[config.mk]
export PLATFORM = sky130hd
export DESIGN_NAME = mem_arbiter
export DESIGN_NICKNAME = d
export VERILOG_FILES = /design/src/rtl/mem_arbiter.sv
export SDC_FILE = /design/constraint.sdc
export NUM_CORES = 1
export LEC_CHECK = 0
export ABC_AREA = 1
export CAP_MARGIN = 20
export CORE_UTILIZATION = 45
export CTS_BUF_LIST = sky130_fd_sc_hd__clkbuf_8 sky130_fd_sc_hd__clkbuf_16
export CTS_CLUSTER_DIAMETER = 60
export DETAILED_ROUTE_END_ITERATION = 16
export PLACE_DENSITY = 0.94
export SYNTH_ARGS = -nofsm -noshare
export SYNTH_HDL_FRONTEND = slang
export SYNTH_SLANG_ARGS = --single-unit
[constraint.sdc]
create_clock -name clock -period 1.9 [get_ports clock]
set_input_delay 0.19 -clock clock [delete_from_list [all_inputs] [get_ports clock]]
set_output_delay 0.19 -clock clock [all_outputs]
set_load 0.05 [all_outputs]
[src/rtl/mem_arbiter.sv]
// mem_arbiter: shares one single-ported memory between fetch and data.
// Data wins by default; fetch is forced after STARVE_LIMIT data grants.
module mem_arbiter #(
  parameter int STARVE_LIMIT = 4,
  parameter int TIMEOUT      = 64
) (
  input  logic        clock,
  input  logic        reset,
  input  logic        if_req,
  input  logic [15:0] if_addr,
  output logic [16:0] if_rdata,
  output logic        if_ready,
  input  logic        d_read,
  input  logic        d_write,
  input  logic [15:0] d_addr,
  input  logic [15:0] d_wdata,
  output logic [15:0] d_rdata,
  output logic        d_ready,
  output logic        m_req,
  output logic        m_we,
  output logic [15:0] m_addr,
  output logic [16:0] m_wdata,
  input  logic [16:0] m_rdata,
  input  logic        m_ack,
  output logic        stall,
  output logic        err
);

  localparam int TW = (TIMEOUT > 1) ? $clog2(TIMEOUT) : 1;
  localparam logic [TW-1:0] TLAST =
    (TIMEOUT > 0) ? TW'(TIMEOUT - 1) : '0;
  localparam logic [3:0] SLIM = 4'(STARVE_LIMIT);

  typedef enum logic [1:0] {IDLE, BUSY, DONE} state_t;

  state_t        state_q, state_d;
  logic          own_q, own_d;
  logic          we_q, we_d;
  logic          err_q, err_d;
  logic [15:0]   addr_q, addr_d;
  logic [16:0]   wdata_q, wdata_d;
  logic [16:0]   rdata_q, rdata_d;
  logic [3:0]    starve_q, starve_d;
  logic [TW-1:0] tmo_q, tmo_d;

  logic d_req, force_f, gnt_f, gnt_d, tmo_hit;

  assign d_req   = d_read | d_write;
  assign force_f = if_req & (starve_q == SLIM);
  assign tmo_hit = (TIMEOUT != 0) && (tmo_q == TLAST);

  always_comb begin
    state_d  = state_q;
    own_d    = own_q;
    we_d     = we_q;
    err_d    = err_q;
    addr_d   = addr_q;
    wdata_d  = wdata_q;
    rdata_d  = rdata_q;
    starve_d = starve_q;
    tmo_d    = tmo_q;
    gnt_f    = 1'b0;
    gnt_d    = 1'b0;
    unique case (state_q)
      IDLE: begin
        gnt_d = d_req & ~force_f;
        gnt_f = if_req & ~gnt_d;
        if (gnt_d | gnt_f) begin
          state_d = BUSY;
          own_d   = gnt_d;
          we_d    = gnt_d & d_write;
          err_d   = gnt_d & d_read & d_write;
          addr_d  = gnt_d ? d_addr : if_addr;
          wdata_d = {1'b0, d_wdata};
          tmo_d   = '0;
        end
      end
      BUSY: begin
        if (m_ack) begin
          rdata_d = m_rdata;
          state_d = DONE;
        end else if (tmo_hit) begin
          rdata_d = '0;
          err_d   = 1'b1;
          state_d = DONE;
        end else begin
          tmo_d = tmo_q + TW'(1);
        end
      end
      DONE: state_d = IDLE;
      default: state_d = IDLE;
    endcase
    // Counts data wins over a waiting fetch; saturates at the limit.
    if (!if_req || gnt_f) begin
      starve_d = '0;
    end else if (gnt_d && starve_q != SLIM) begin
      starve_d = starve_q + 4'd1;
    end
  end

  always_ff @(posedge clock or negedge reset) begin
    if (!reset) begin
      state_q  <= IDLE;
      own_q    <= 1'b0;
      we_q     <= 1'b0;
      err_q    <= 1'b0;
      addr_q   <= '0;
      wdata_q  <= '0;
      rdata_q  <= '0;
      starve_q <= '0;
      tmo_q    <= '0;
    end else begin
      state_q  <= state_d;
      own_q    <= own_d;
      we_q     <= we_d;
      err_q    <= err_d;
      addr_q   <= addr_d;
      wdata_q  <= wdata_d;
      rdata_q  <= rdata_d;
      starve_q <= starve_d;
      tmo_q    <= tmo_d;
    end
  end

  assign m_req    = (state_q == BUSY);
  assign m_we     = we_q & m_req;
  assign m_addr   = addr_q;
  assign m_wdata  = wdata_q;
  assign if_ready = (state_q == DONE) & ~own_q;
  assign d_ready  = (state_q == DONE) & own_q;
  assign err      = (state_q == DONE) & err_q;
  assign if_rdata = rdata_q;
  assign d_rdata  = rdata_q[15:0];
  assign stall    = (if_req | d_req) & ~(if_ready | d_ready);

endmodule

* Word level (Yosys, flattened, before mapping)
Cells that the tools add are included.
** Storage, ports and cells
- Output and inout port bits :: 72
- Flip-flop bits (word level) :: 64
- Word-level logic and storage cells :: 71
- Input bits :: 71
** Cells by class
- Eq/ne operators :: 10
- Multiplexer cells :: 19
- Bitwise gates (word level) :: 19
- Reductions and logical operators :: 12
- Add/sub/neg operators :: 2
** Operators by type and width (count)
- two-way mux 17 bit :: 2
- two-way mux 6 bit :: 3
- two-way mux 16 bit :: 1
- one-hot mux 6 bit (2 select lines) :: 1
- AND 1 bit :: 11
- two-way mux 4 bit :: 2
- AND reduction 4 bit :: 2
- adder 6 x 1 -> 6 bit (second input constant) :: 1
- equality test 6 bit (second input constant) :: 1
- two-way mux 2 bit :: 3
- != test 2 bit (second input constant) :: 3
- AND reduction 2 bit :: 3
- nonzero test 2 bit :: 3
- two-way mux 1 bit :: 5
- adder 4 x 1 -> 4 bit (second input constant) :: 1
- equality test 4 x 3 -> 1 bit (second input constant) :: 1
- != test 4 x 3 -> 1 bit (second input constant) :: 1
- inverter 1 bit :: 4
- OR 1 bit :: 4
- one-hot mux 2 bit (2 select lines) :: 1
- != test 3 x 1 -> 1 bit (second input constant) :: 1
- equality test 2 x 1 -> 1 bit (second input constant) :: 1
- equality test 2 bit (second input constant) :: 1
- zero test 2 bit :: 1
- other kinds (5) :: 5

* Logic depth before layout (Yosys ltp)
Gate-level depths: netlist (run 1).
- Depth in word-level cells :: 9
- Depth in mapped cells :: 8
- Depth with buffers taken out :: 7

* Worst setup path after synthesis (run 1)
No wires, ideal clock.
- Path kind :: register to output
- From :: register state_q[1]
- To :: output d_ready
- Slack :: 421 ps
- Arrival :: 1289 ps
- Buffers on the path :: 0
- Data required time :: 1710 ps
- Cell stages (with the launch flop) :: 5
- Path through :: dfrtp_1 > inv_1 > nor2_1 > inv_1 > nor2_1
** Between the ends
- Longest elaborated chain between the ends :: 2
** Ends and longest elaborated chain
- start: declaration :: line 36 : state_t state_q, state_d;
- start signal: assignment :: line 113 : state_q <= state_d;
- equality test 2 bit :: line 130 : assign d_ready = (state_q == DONE) & own_q;
- AND 1 bit :: line 130
- end: declaration :: line 18 : output logic d_ready,
Every way passes these cells.

* Final worst setup path (run 1)
- From :: register state_q[1]
- To :: output m_req
** Between the ends
- Longest elaborated chain between the ends :: 1
** Ends and longest elaborated chain
- equality test 2 x 1 -> 1 bit :: line 125 : assign m_req = (state_q == BUSY);
- end: declaration :: line 19 : output logic m_req,
Every way passes these cells.

==> metrics.md, run 1 <==
| Metric | Value |
|---|---|
| PortBufs | `141` |
| Remaining DRCs | `0` |
| Crit path largest cell delay | `0.43 ns` |
| H-tree level count | `3` |
| Critical-path cell with the highest stage delay | `sky130_fd_sc_hd__dfrtp_1` |
| Final std cell area, no fill | `0.00483 mm2` |
| Clock period minus worst slack | `about 1.7 ns` |
| Vias per cell | `4.85` |
| Layout Utilization | `70.6%` |
| Via count of the first global-routing pass | `~3,000` |
| Worst slack at placement | `0.212 ns` |
| Routing usage on met3 | `around 5.4%` |
| Floorplan core area | `around 0.0068 mm2` |
| CP Cell Sequence | `nor2_4, buf_4, buf_12` |
| Setup TNS after final layout | `0 ns` |
| Hold Violations, Final | `0` |
| Max Fclk | `between 500 and 600 MHz` |
| Initial antenna violation count | `0` |
| Total wirelength of the detailed-routed design | `slightly above 8000 um` |
| Seq/Total Area, Yosys | `49.9%` |
| Full die area | `0.00747 mm2` |
| Critical path launch point type | `flop` |
| Number of top-level pins | `around 140` |
| Minimum setup slack in the final design | `0.166 ns` |
| Area growth from synthesis to final layout | `50.5%` |
| Final routed wire length divided by cell count | `13.4 um` |
| Antenna diode count | `0` |
| Critical path endpoint category | `primary output` |
| TritonCTS clock tree | `built` |
| Pin count of the biggest net entering global routing | `65` |
| Total nets after synthesis | `466` |
| Vias after detailed routing | `3,014` |
| Number of buffers created by CTS | `9` |
| Global router's overall resource usage | `23.7%` |
| Post-CTS Setup Inserts | `0` |
| Clk buf depth | `2` |
| Clock-pin slew on the worst setup and hold paths | `0.07 ns` |
| Nets | `594` |
| Effective utilization at floorplan | `46.9%` |
| Ratio of cells with drive above 1 in the final layout | `11.0%` |
| Quantity of gates resized following cts | `0` |
| LEAKAGE | `2.33 nW` |
| Category of the critical setup timing path | `reg -> out` |
| Worst IR Drop VDD | `0.000841 V` |
| Number of placement rows | `30` |
| Gr ovfl total | `0` |
| Horizontal die dimension | `about 86 um` |
| GRT busiest layer | `met2` |
| Setup repair after global routing missed its margin | `no` |
| Clk_lat worst skew | `0.33 ns` |
| Max-slew violation count | `0` |
| Quantity of hold-fixing buffers added after cts | `1` |
| Pwr dens | `1970 mW/mm2` |
| Post-Route Skew | `0.00384 ns` |
| Final number of setup-violating endpoints | `0` |
| Worst Max-Slew Pin Slew | `0.537 ns` |
| Result of the run | `complete, no violations` |
| CTS Sinks | `64` |
| Number of max-cap violations | `0` |
| Required time of the worst setup path | `~1.7 ns` |
| Detailed-placement wirelength estimate | `5980 um` |
| Mean area per synthesized cell | `8.18 um2` |
| Number of flops mapped to enable cells by yosys | `0` |
| Netlist Area Pre-Place | `0.00321 mm2` |
| Final critical-path share of the clock period | `91.3%` |
| Number of storage elements in the synthesis netlist | `64` |
| Cell Area, Placed | `0.00460 mm2` |
| Drt initial violations | `115` |
| Leading register cell type out of synthesis | `sky130_fd_sc_hd__dfrtp_1` |
| Total number of yosys warnings | `0` |
| Global routing met1 resource utilization | `26.3%` |
| Initial DRT Pass Iterations | `4` |
| Global-route wire length before repair | `13,500 um` |
| Normalized max-slew margin | `64.1%` |
| Clock root buffer | `sky130_fd_sc_hd__clkbuf_8` |
| Data arrival, critical path | `between 1.5 and 2 ns` |
| Crit Path Max Fanout | `13` |
| Global-route met2 utilization | `41.6%` |
| Vertical extent of the die | `86.4 um` |
| Count of cell types in the netlist | `29` |
| Async S/R FF share, synth | `100%` |
| Cells after synthesis | `approximately 390` |
| Gp weighted congestion | `0.865` |
| Final hold slack | `0.398 ns` |
| Type of the most critical hold path | `in -> reg` |
| Number of nets with antenna violations after detailed routing | `0` |
[cells in the mapped netlist (3+ instances only)]
| cell | n | share of area (%) |
|---|---|---|
| sky130_fd_sc_hd__o21ai_2 | 13 | 3.6 |
| sky130_fd_sc_hd__nor2_2 | 3 | 0.59 |
| sky130_fd_sc_hd__buf_2 | 10 | 1.6 |
| sky130_fd_sc_hd__buf_4 | 20 | 4.7 |
| sky130_fd_sc_hd__inv_1 | 31 | 3.6 |
| sky130_fd_sc_hd__nand2_2 | 4 | 0.78 |
| sky130_fd_sc_hd__nor2_4 | 3 | 1.1 |
| sky130_fd_sc_hd__nor2_1 | 29 | 3.4 |
| sky130_fd_sc_hd__xor2_1 | 3 | 0.82 |
| sky130_fd_sc_hd__nand2_1 | 140 | 16 |
| sky130_fd_sc_hd__nand3_1 | 42 | 6.6 |
| sky130_fd_sc_hd__o21ai_1 | 4 | 0.62 |
| sky130_fd_sc_hd__o21ai_0 | 5 | 0.78 |
| sky130_fd_sc_hd__ha_1 | 3 | 1.2 |
| sky130_fd_sc_hd__dfrtp_1 | 64 | 50 |
[metrics by stage]
stage,cells,total power [W]
6_report,621,0.00949
5_1_grt,621,0.0100
4_1_cts,621,0.00955
3_5_place_dp,604,0.00826
3_3_place_gp,604,0.00812
2_1_floorplan,392,0.00647
[power by group]
part           total, W  internal [W]  switching (W)
combinational   0.00587       0.00190        0.00397
sequential      0.00237       0.00197       0.000406
clock           0.00125      0.000758       0.000490
[path summary, 6_finish.rpt]
path / slack [ns] / to / cells after the start / from
worst max-delay path: 0.17 / m_req / 3 / state_q[1]
min in group asynchronous: 0.43 / m_wdata[1] / 3 / reset
worst min-delay path: 0.40 / m_wdata[1] / 3 / d_wdata[1]
max in group asynchronous: 1.20 / m_addr[13] / 3 / reset
worst max register to register: 0.40 / own_q / 7 / starve_q[0]
worst min register to register: 0.48 / m_wdata[6] / 2 / m_wdata[6]
[placed cells by master (no fill, tap or decap), types with 2 or more instances in the layout]
| cell type | count |
|---|---|
| sky130_fd_sc_hd__a21oi_1 | 2 |
| sky130_fd_sc_hd__buf_12 | 4 |
| sky130_fd_sc_hd__buf_4 | 10 |
| sky130_fd_sc_hd__bufinv_16 | 2 |
| sky130_fd_sc_hd__clkbuf_8 | 10 |
| sky130_fd_sc_hd__clkdlybuf4s50_1 | 134 |
| sky130_fd_sc_hd__dfrtp_1 | 64 |
| sky130_fd_sc_hd__ha_1 | 3 |
| sky130_fd_sc_hd__inv_1 | 34 |
| sky130_fd_sc_hd__inv_2 | 2 |
| sky130_fd_sc_hd__nand2_1 | 140 |
| sky130_fd_sc_hd__nand2_2 | 4 |
| sky130_fd_sc_hd__nand3_1 | 42 |
| sky130_fd_sc_hd__nor2_1 | 29 |
| sky130_fd_sc_hd__nor2_2 | 3 |
| sky130_fd_sc_hd__nor2_4 | 3 |
| sky130_fd_sc_hd__o21ai_0 | 5 |
| sky130_fd_sc_hd__o21ai_1 | 4 |
| sky130_fd_sc_hd__o21ai_2 | 13 |
| sky130_fd_sc_hd__o21bai_1 | 2 |
| sky130_fd_sc_hd__xor2_1 | 3 |
[worst max-delay path: cells and delay by family (launching register included)]
family | cells | cell delay (ns)
buffers and inverters | 2 | 0.43
and+or+nand+nor | 1 | 0.34
DFF | 1 | 0.43
[cell families (layout without fill, tap and decap cells)]
family / count (synthesis) / after routing / synth area share, %
flip-flops: 64 / 64 / 49.9
AO/OA/AOI/OAI: 27 / 27 / 5.93
XOR/XNOR: 4 / 4 / 1.09
buffers and inverters: 66 / 199 / 10.9
AND/OR/NAND/NOR: 227 / 227 / 30.8
other: 1 / 1 / 0.117
adder cells (fa/ha/maj): 3 / 3 / 1.17
[registers in the layout, summed over array words and instances (netlist names)]
name	flops
own_q	1
tmo_q	6
starve_q	4
state_q	2
if_rdata	17
m_wdata	16
we_q	1
err_q	1
m_addr	16
[layer usage]
layer / vias to the layer above / part of all wire (%)
met4: 0 / 3.7
met2: 96 / 52
met3: 27 / 4.1
met5: - / 0
li1: 1455 / -
met1: 1436 / 40
[layout make-up]
cell class	instances	area [um2]
clock buffers	10	138
clock inverters	6	76.3
fillers	504	2010
inverters	33	124
multi-input cells	262	1250
flip-flops and latches	64	1600
well taps	96	120
repair buffers	150	1510
No activity file was read; power rests on OpenSTA's default activity.
==> run 2, diff against run 1 <==
- ABC_AREA: 1 -> unset
- CORE_UTILIZATION: 45 -> 44
- PLACE_DENSITY: 0.94 -> 0.95
==> run 2 against run 1 <==
Against the previous run: cell count fell by 20%; total power decreased by 19%; via count decreased by 16%; critical path depth increased by 1.
==> metrics.md, run 2 <==
| Metric | Value |
|---|---|
| Critical path launch point type | `flop` |
| Share of total power consumed by net switching | `48.6%` |
| Min-delay src | `d_wdata[8]` |
| H-tree level count | `3` |
| Horizontal die dimension | `83.5 um` |
| Final critical-path share of the clock period | `about nine tenths` |
| Worst IR Drop VDD | `0.00142 V` |
| Clock-pin slew on the worst setup and hold paths | `0.07 ns` |
| Normalized max-slew margin | `60.8%` |
| Number of placement rows | `29` |
| Power Internal | `0.00397 W` |
| Sequential Power Share | `between 20 and 30%` |
| Remaining DRCs | `0` |
| Result of the run | `complete, no violations` |
| Worst Max-Slew Pin Slew | `0.583 ns` |
| Vertical extent of the die | `83.5 um` |
| Hold path cells | `3` |
| Critical path endpoint category | `primary output` |
| Reg2Reg Depth | `7` |
| Vias per cell | `between 5 and 6` |
| Commonest cells after routing, fill and taps aside | `134 x sky130_fd_sc_hd__clkdlybuf4s50_1, 71 x sky130_fd_sc_hd__nand2_1, 63 x sky130_fd_sc_hd__dfrtp_1` |
| Clock period minus worst slack | `1.72 ns` |
| Count of cell types in the netlist | `40` |
| Number of storage elements in the synthesis netlist | `64` |
| Total nets after synthesis | `360` |
| Area growth from synthesis to final layout | `56.4%` |
| Clk buf depth | `2` |
| Flip-flop count of the largest register after layout | `17` |
| PortBufs | `141` |
| Worst reg2reg startpoint | `starve_q[0]` |
| Ratio of cells with drive above 1 in the final layout | `under 10%` |
| Relative contribution of combinational cells to total power | `57.6%` |
| Clk_lat worst skew | `0.32 ns` |
| Pin count of the biggest net entering global routing | `65` |
| Number of nets with antenna violations after detailed routing | `0` |
| Detailed-placement wirelength estimate | `approximately 5200 um` |
| Most common cell after layout, fill and taps aside | `sky130_fd_sc_hd__clkdlybuf4s50_1` |
| Initial DRT Pass Iterations | `4` |
| Drt initial violations | `139` |
| Total wirelength of the detailed-routed design | `7150 um` |
| Initial antenna violation count | `0` |
| Effective utilization at floorplan | `around 46%` |
| Antenna diode count | `0` |
| Hold Violations, Final | `0` |
| Crit Path Max Fanout | `9` |
| Data arrival, critical path | `~1.5 ns` |
| Leading register cell type out of synthesis | `sky130_fd_sc_hd__dfrtp_1` |
| Required time of the worst setup path | `1.71 ns` |
| Netlist Area Pre-Place | `0.00292 mm2` |
| Pwr dens | `1690 mW/mm2` |
| Number of buffers created by CTS | `9` |
| Type of the most critical hold path | `in -> reg` |
| Clock root buffer | `sky130_fd_sc_hd__clkbuf_8` |
| Global router's overall resource usage | `22.3%` |
| Category of the critical setup timing path | `reg -> out` |
| TritonCTS clock tree | `built` |
| Vias after detailed routing | `2,546` |
| Proportion of netlist area held by the largest area contributor | `54.9%` |
| Endpoint, Worst Hold | `m_wdata[8]` |
| Post-Route Skew | `0.00663 ns` |
| Setup repair after global routing missed its margin | `no` |
| Via count of the first global-routing pass | `around 2,600` |
| Nets | `488` |
| Full die area | `0.00696 mm2` |
| Gp weighted congestion | `around 0.76` |
| Number of flops mapped to enable cells by yosys | `0` |
| Mean area per synthesized cell | `about 10 um2` |
| Switching power summed over all nets | `~0.0037 W` |
| Global-route wire length before repair | `between 10,000 and 15,000 um` |
| Worst flop-to-flop path endpoint | `m_addr[13]` |
| Synth top cells by count | `71 x sky130_fd_sc_hd__nand2_1, 64 x sky130_fd_sc_hd__dfrtp_1, 17 x sky130_fd_sc_hd__a22o_1, 17 x sky130_fd_sc_hd__buf_4, 17 x sky130_fd_sc_hd__mux2i_1` |
| Max Fclk | `582 MHz` |
| Worst reg-to-reg setup slack | `0.26 ns` |
| Number of fill cells | `436` |
| CTS Sinks | `64` |
| Worst slack at placement | `0.112 ns` |
| Final routed wire length divided by cell count | `14.4 um` |
| Cells after synthesis | `286` |
| Number of max-cap violations | `0` |
| Leading area contributor after synthesis | `sky130_fd_sc_hd__dfrtp_1` |
| Final number of setup-violating endpoints | `0` |
| Total number of yosys warnings | `0` |
| Gr ovfl total | `0` |
| Setup TNS after final layout | `0 ns` |
| Clock power share | `13.6%` |
| Minimum setup slack in the final design | `0.180 ns` |
| Async S/R FF share, synth | `100%` |
| Count leader, synth | `sky130_fd_sc_hd__nand2_1` |
| Max-slew violation count | `0` |
| Number of top-level pins | `143` |
| LEAKAGE | `around 2.1 nW` |
| Seq/Total Area, Yosys | `54.9%` |
| Most area-consuming cells after synthesis | `sky130_fd_sc_hd__dfrtp_1 55%, sky130_fd_sc_hd__nand2_1 9.1%, sky130_fd_sc_hd__mux2i_1 5.8%` |
| Floorplan core area | `0.00639 mm2` |
[run 2: layout make-up]
class	instances	area [um2]	share of cell area [%]
sequential	64	1600	35.1
timing repair buffer	150	1570	34.5
multi-input combinational	184	1090	23.8
clock buffer	12	165	3.62
tap	77	96.3	2.11
clock inverter	4	20.0	0.438
inverter	5	18.8	0.411
[run 2: power by group through the flow]
stage | Combinational, W | Sequential [W] | Clock [W]
after floorplan | 0.00147 | 0.00373 | 0
after global placement | 0.00440 | 0.00220 | 0
after detailed placement | 0.00447 | 0.00223 | 0
after CTS | 0.00448 | 0.00222 | 0.00110
after global routing | 0.00465 | 0.00228 | 0.00116
final | 0.00444 | 0.00222 | 0.00105
[run 2: repair_timing]
item | 4_1_cts | 5_1_grt
resized for setup | 1 | 1
hold endpoints to repair | 64 | 0
pin swaps | 0 | 0
setup buffers | 0 | 0
hold buffers | 1 | 0
setup endpoints to repair | 1 | 1
[run 2: kinds of logic after synthesis]
family / synth area share (%)
fa+ha+maj: 1.29
mux: 5.83
other cells: 0.128
xor+xnor: 0.300
buf+inv: 8.10
compound gates: 12.3
simple gates: 17.2
flops: 54.9
[run 2: critical path, cell delays in order (launching register included)]
cell	delay [ns]
sky130_fd_sc_hd__dfrtp_1	0.47
sky130_fd_sc_hd__nor2b_2	0.24
sky130_fd_sc_hd__buf_4	0.18
sky130_fd_sc_hd__and2_1	0.17
sky130_fd_sc_hd__buf_12	0.15
[run 2: how the worst max path moves through the flow]
stage | start | endpoint
floorplan | state_q[0] | if_rdata[10]
global placement | if_req | m_addr[11]
detailed placement | if_req | m_addr[10]
CTS | state_q[0] | m_we
global route | state_q[1] | m_we
finish | state_q[1] | m_we
[run 2: per-stage QoR]
stage	util (%)	std cells	cell area, um2	total power, W	hold slack [ns]
after floorplan	-	286	2920	0.00520	-0.106
after global placement	68.4	479	4370	0.00660	0.225
after detailed placement	68.4	479	4370	0.00670	0.230
after CTS	71.5	496	4560	0.00779	0.376
after global routing	71.5	496	4570	0.00809	0.385
final	71.5	496	4570	0.00772	0.387
[run 2: metal layers]
metal	track usage, %	wire length (um)
met2	38.2	3510
met1	25.7	2860
met4	8.94	159
met3	7.42	615
met5	0	0
==> run 3, diff against run 2 <==
- CORE_UTILIZATION: 44 -> 41
- PLACE_DENSITY: 0.95 -> 0.9
- clock period: 1.9 -> 1.6 ns (I/O delays scaled with it)
==> run 3 against run 2 <==
Against the previous run: the run now ends with setup timing left; cell count rose by 6.7%; sequential cell count did not move; total power rose by 17%; non-clock buffer count rose by 15; critical path depth rose by 3; combinational power rose by 16%; sequential power rose by 19%; register-to-register slack got worse by 0.29 ns; clock skew fell by 0.0012 ns; count of clock-buffer cells in the layout fell by 1; die area rose by 7.1%; global-route usage fell by 1.7 points.
==> metrics.md, run 3 (synthesized netlist as in run 2, its figures left out) <==
| Metric | Value |
|---|---|
| Effective utilization at floorplan | `42.7%` |
| Worst IR Drop VDD | `0.000722 V` |
| Minimum setup slack in the final design | `-0.0317 ns` |
| Detailed-placement wirelength estimate | `5500 um` |
| Clk_lat worst skew | `0.33 ns` |
| Gr ovfl total | `0` |
| Result of the run | `finished, violations left` |
| Failing checks | `setup timing` |
| Remaining DRCs | `0` |
| Clk buf depth | `2` |
| Post-Route Skew | `0.00541 ns` |
| Pwr dens | `1960 mW/mm2` |
| Full die area | `~0.0075 mm2` |
| Reg2Reg Depth | `7` |
| Critical path launch point type | `flop` |
| CTS Sinks | `64` |
| Critical path endpoint category | `flop` |
| Crit Path Max Fanout | `10` |
| Number of placement rows | `30` |
| Horizontal die dimension | `between 80 and 90 um` |
| Global router's overall resource usage | `20.6%` |
| Area growth from synthesis to final layout | `57.7%` |
| Clock-pin slew on the worst setup and hold paths | `0.07 ns` |
| Initial antenna violation count | `0` |
| H-tree level count | `3` |
| Via count of the first global-routing pass | `2,588` |
| PortBufs | `roughly 140` |
| Worst Max-Slew Pin Slew | `0.600 ns` |
| Gp weighted congestion | `0.786` |
| Category of the critical setup timing path | `reg -> reg` |
| Final routed wire length divided by cell count | `14.4 um` |
| Commonest cells after routing, fill and taps aside | `82 x sky130_fd_sc_hd__buf_4, 71 x sky130_fd_sc_hd__nand2_1, 69 x sky130_fd_sc_hd__clkdlybuf4s50_1` |
| Type of the most critical hold path | `in -> async` |
| Worst slack at placement | `-0.0978 ns` |
| Drt initial violations | `138` |
| Data arrival, critical path | `1.85 ns` |
| Floorplan core area | `roughly 0.007 mm2` |
| Worst reg2reg startpoint | `starve_q[1]` |
| Number of top-level pins | `143` |
| Setup repair after global routing missed its margin | `yes` |
| Antenna diode count | `0` |
| Pin count of the biggest net entering global routing | `50` |
| Hold Violations, Final | `0` |
| Number of fill cells | `between 500 and 600` |
| Initial DRT Pass Iterations | `4` |
| Post-layout instance count excluding filler cells | `between 500 and 600` |
| Vertical extent of the die | `86.4 um` |
| Global routing met1 resource utilization | `23.8%` |
| Clock root buffer | `sky130_fd_sc_hd__clkbuf_8` |
| Number of max-cap violations | `0` |
| GRT busiest layer | `met2` |
| Setup TNS after final layout | `-0.117 ns` |
| Number of nets with antenna violations after detailed routing | `0` |
| Flip-flop count of the largest register after layout | `17` |
| Total wirelength of the detailed-routed design | `7600 um` |
| Final number of setup-violating endpoints | `9` |
| Worst reg-to-reg setup slack | `-0.03 ns` |
| Worst flop-to-flop path endpoint | `m_addr[1]` |
| Required time of the worst setup path | `1.82 ns` |
| Normalized max-slew margin | `60.0%` |
| Final hold slack | `0.286 ns` |
| Vias per cell | `4.94` |
| LEAKAGE | `2.29 nW` |
| Nets | `around 500` |
| Final critical-path share of the clock period | `102%` |
| Final std cell area, no fill | `0.00460 mm2` |
| Clock period minus worst slack | `1.63 ns` |
| Vias after detailed routing | `around 2,600` |
| Global-route met2 utilization | `35.8%` |
| Routing usage on met3 | `4.29%` |
| Max Fclk | `613 MHz` |
| TritonCTS clock tree | `built` |
| Cell Area, Placed | `0.00430 mm2` |
| Global-route wire length before repair | `11,800 um` |
| Ratio of cells with drive above 1 in the final layout | `28.6%` |
| Most common cell after layout, fill and taps aside | `sky130_fd_sc_hd__buf_4` |
| Number of buffers created by CTS | `9` |
| Max-slew violation count | `0` |
| Placed cells | `508` |
## run 3: cell type report
| type | count | area (um2) | area share [%] |
|---|---|---|---|
| clock buffer | 11 | 151 | 3.29 |
| clock inverter | 4 | 21.3 | 0.462 |
| inverter | 5 | 18.8 | 0.408 |
| multi-input combinational | 184 | 1120 | 24.4 |
| sequential | 64 | 1600 | 34.8 |
| tap | 96 | 120 | 2.61 |
| timing repair buffer | 165 | 1560 | 34.0 |
## run 3: routing by layer
| metal | up-vias | share of wire (%) |
|---|---|---|
| met5 | - | 0 |
| met1 | 1248 | 39 |
| met2 | 104 | 52 |
| met3 | 16 | 5.9 |
| met4 | 0 | 2.3 |
| li1 | 1246 | - |
## run 3: critical path: stages, from the launching register on
cell and delay, ns:
sky130_fd_sc_hd__dfrtp_1 0.39, sky130_fd_sc_hd__inv_1 0.06, sky130_fd_sc_hd__ha_2 0.18, sky130_fd_sc_hd__nand4b_1 0.12
sky130_fd_sc_hd__nor2b_4 0.27, sky130_fd_sc_hd__clkbuf_16 0.21, sky130_fd_sc_hd__mux2i_1 0.20, sky130_fd_sc_hd__o21ai_1 0.08
## run 3: where the power goes
part	internal (W)	switching, W
combinational	0.00166	0.00351
sequential	0.00222	0.000430
clock	0.000626	0.000573
## run 3: stage by stage
step | total power [W] | utilization (%)
finish | 0.00901 | 67.4
global route | 0.00945 | 67.4
CTS | 0.00904 | 66.0
detailed placement | 0.00778 | 63.0
global placement | 0.00765 | 63.0
floorplan | 0.00618 | -
## run 3: timing repair
item / in CTS / in global routing
cloned: 0 / 2
hold buffers: 1 / 0
endpoints found under the setup margin: 6 / 36
buffers inserted: 1 / 2
hold endpoints to repair: 15 / 0
gates resized for setup: 6 / 7
## run 3: worst max path at each step
stage	slack, ns	start	endpoint
2_1_floorplan	0.03	state_q[0]	if_rdata[10]
3_3_place_gp	-0.05	d_write	m_addr[13]
3_5_place_dp	-0.1	d_write	m_addr[6]
4_1_cts	0.02	state_q[1]	m_we
5_1_grt	-0.1	starve_q[1]	m_addr[12]
6_report	-0.03	starve_q[1]	m_addr[1]
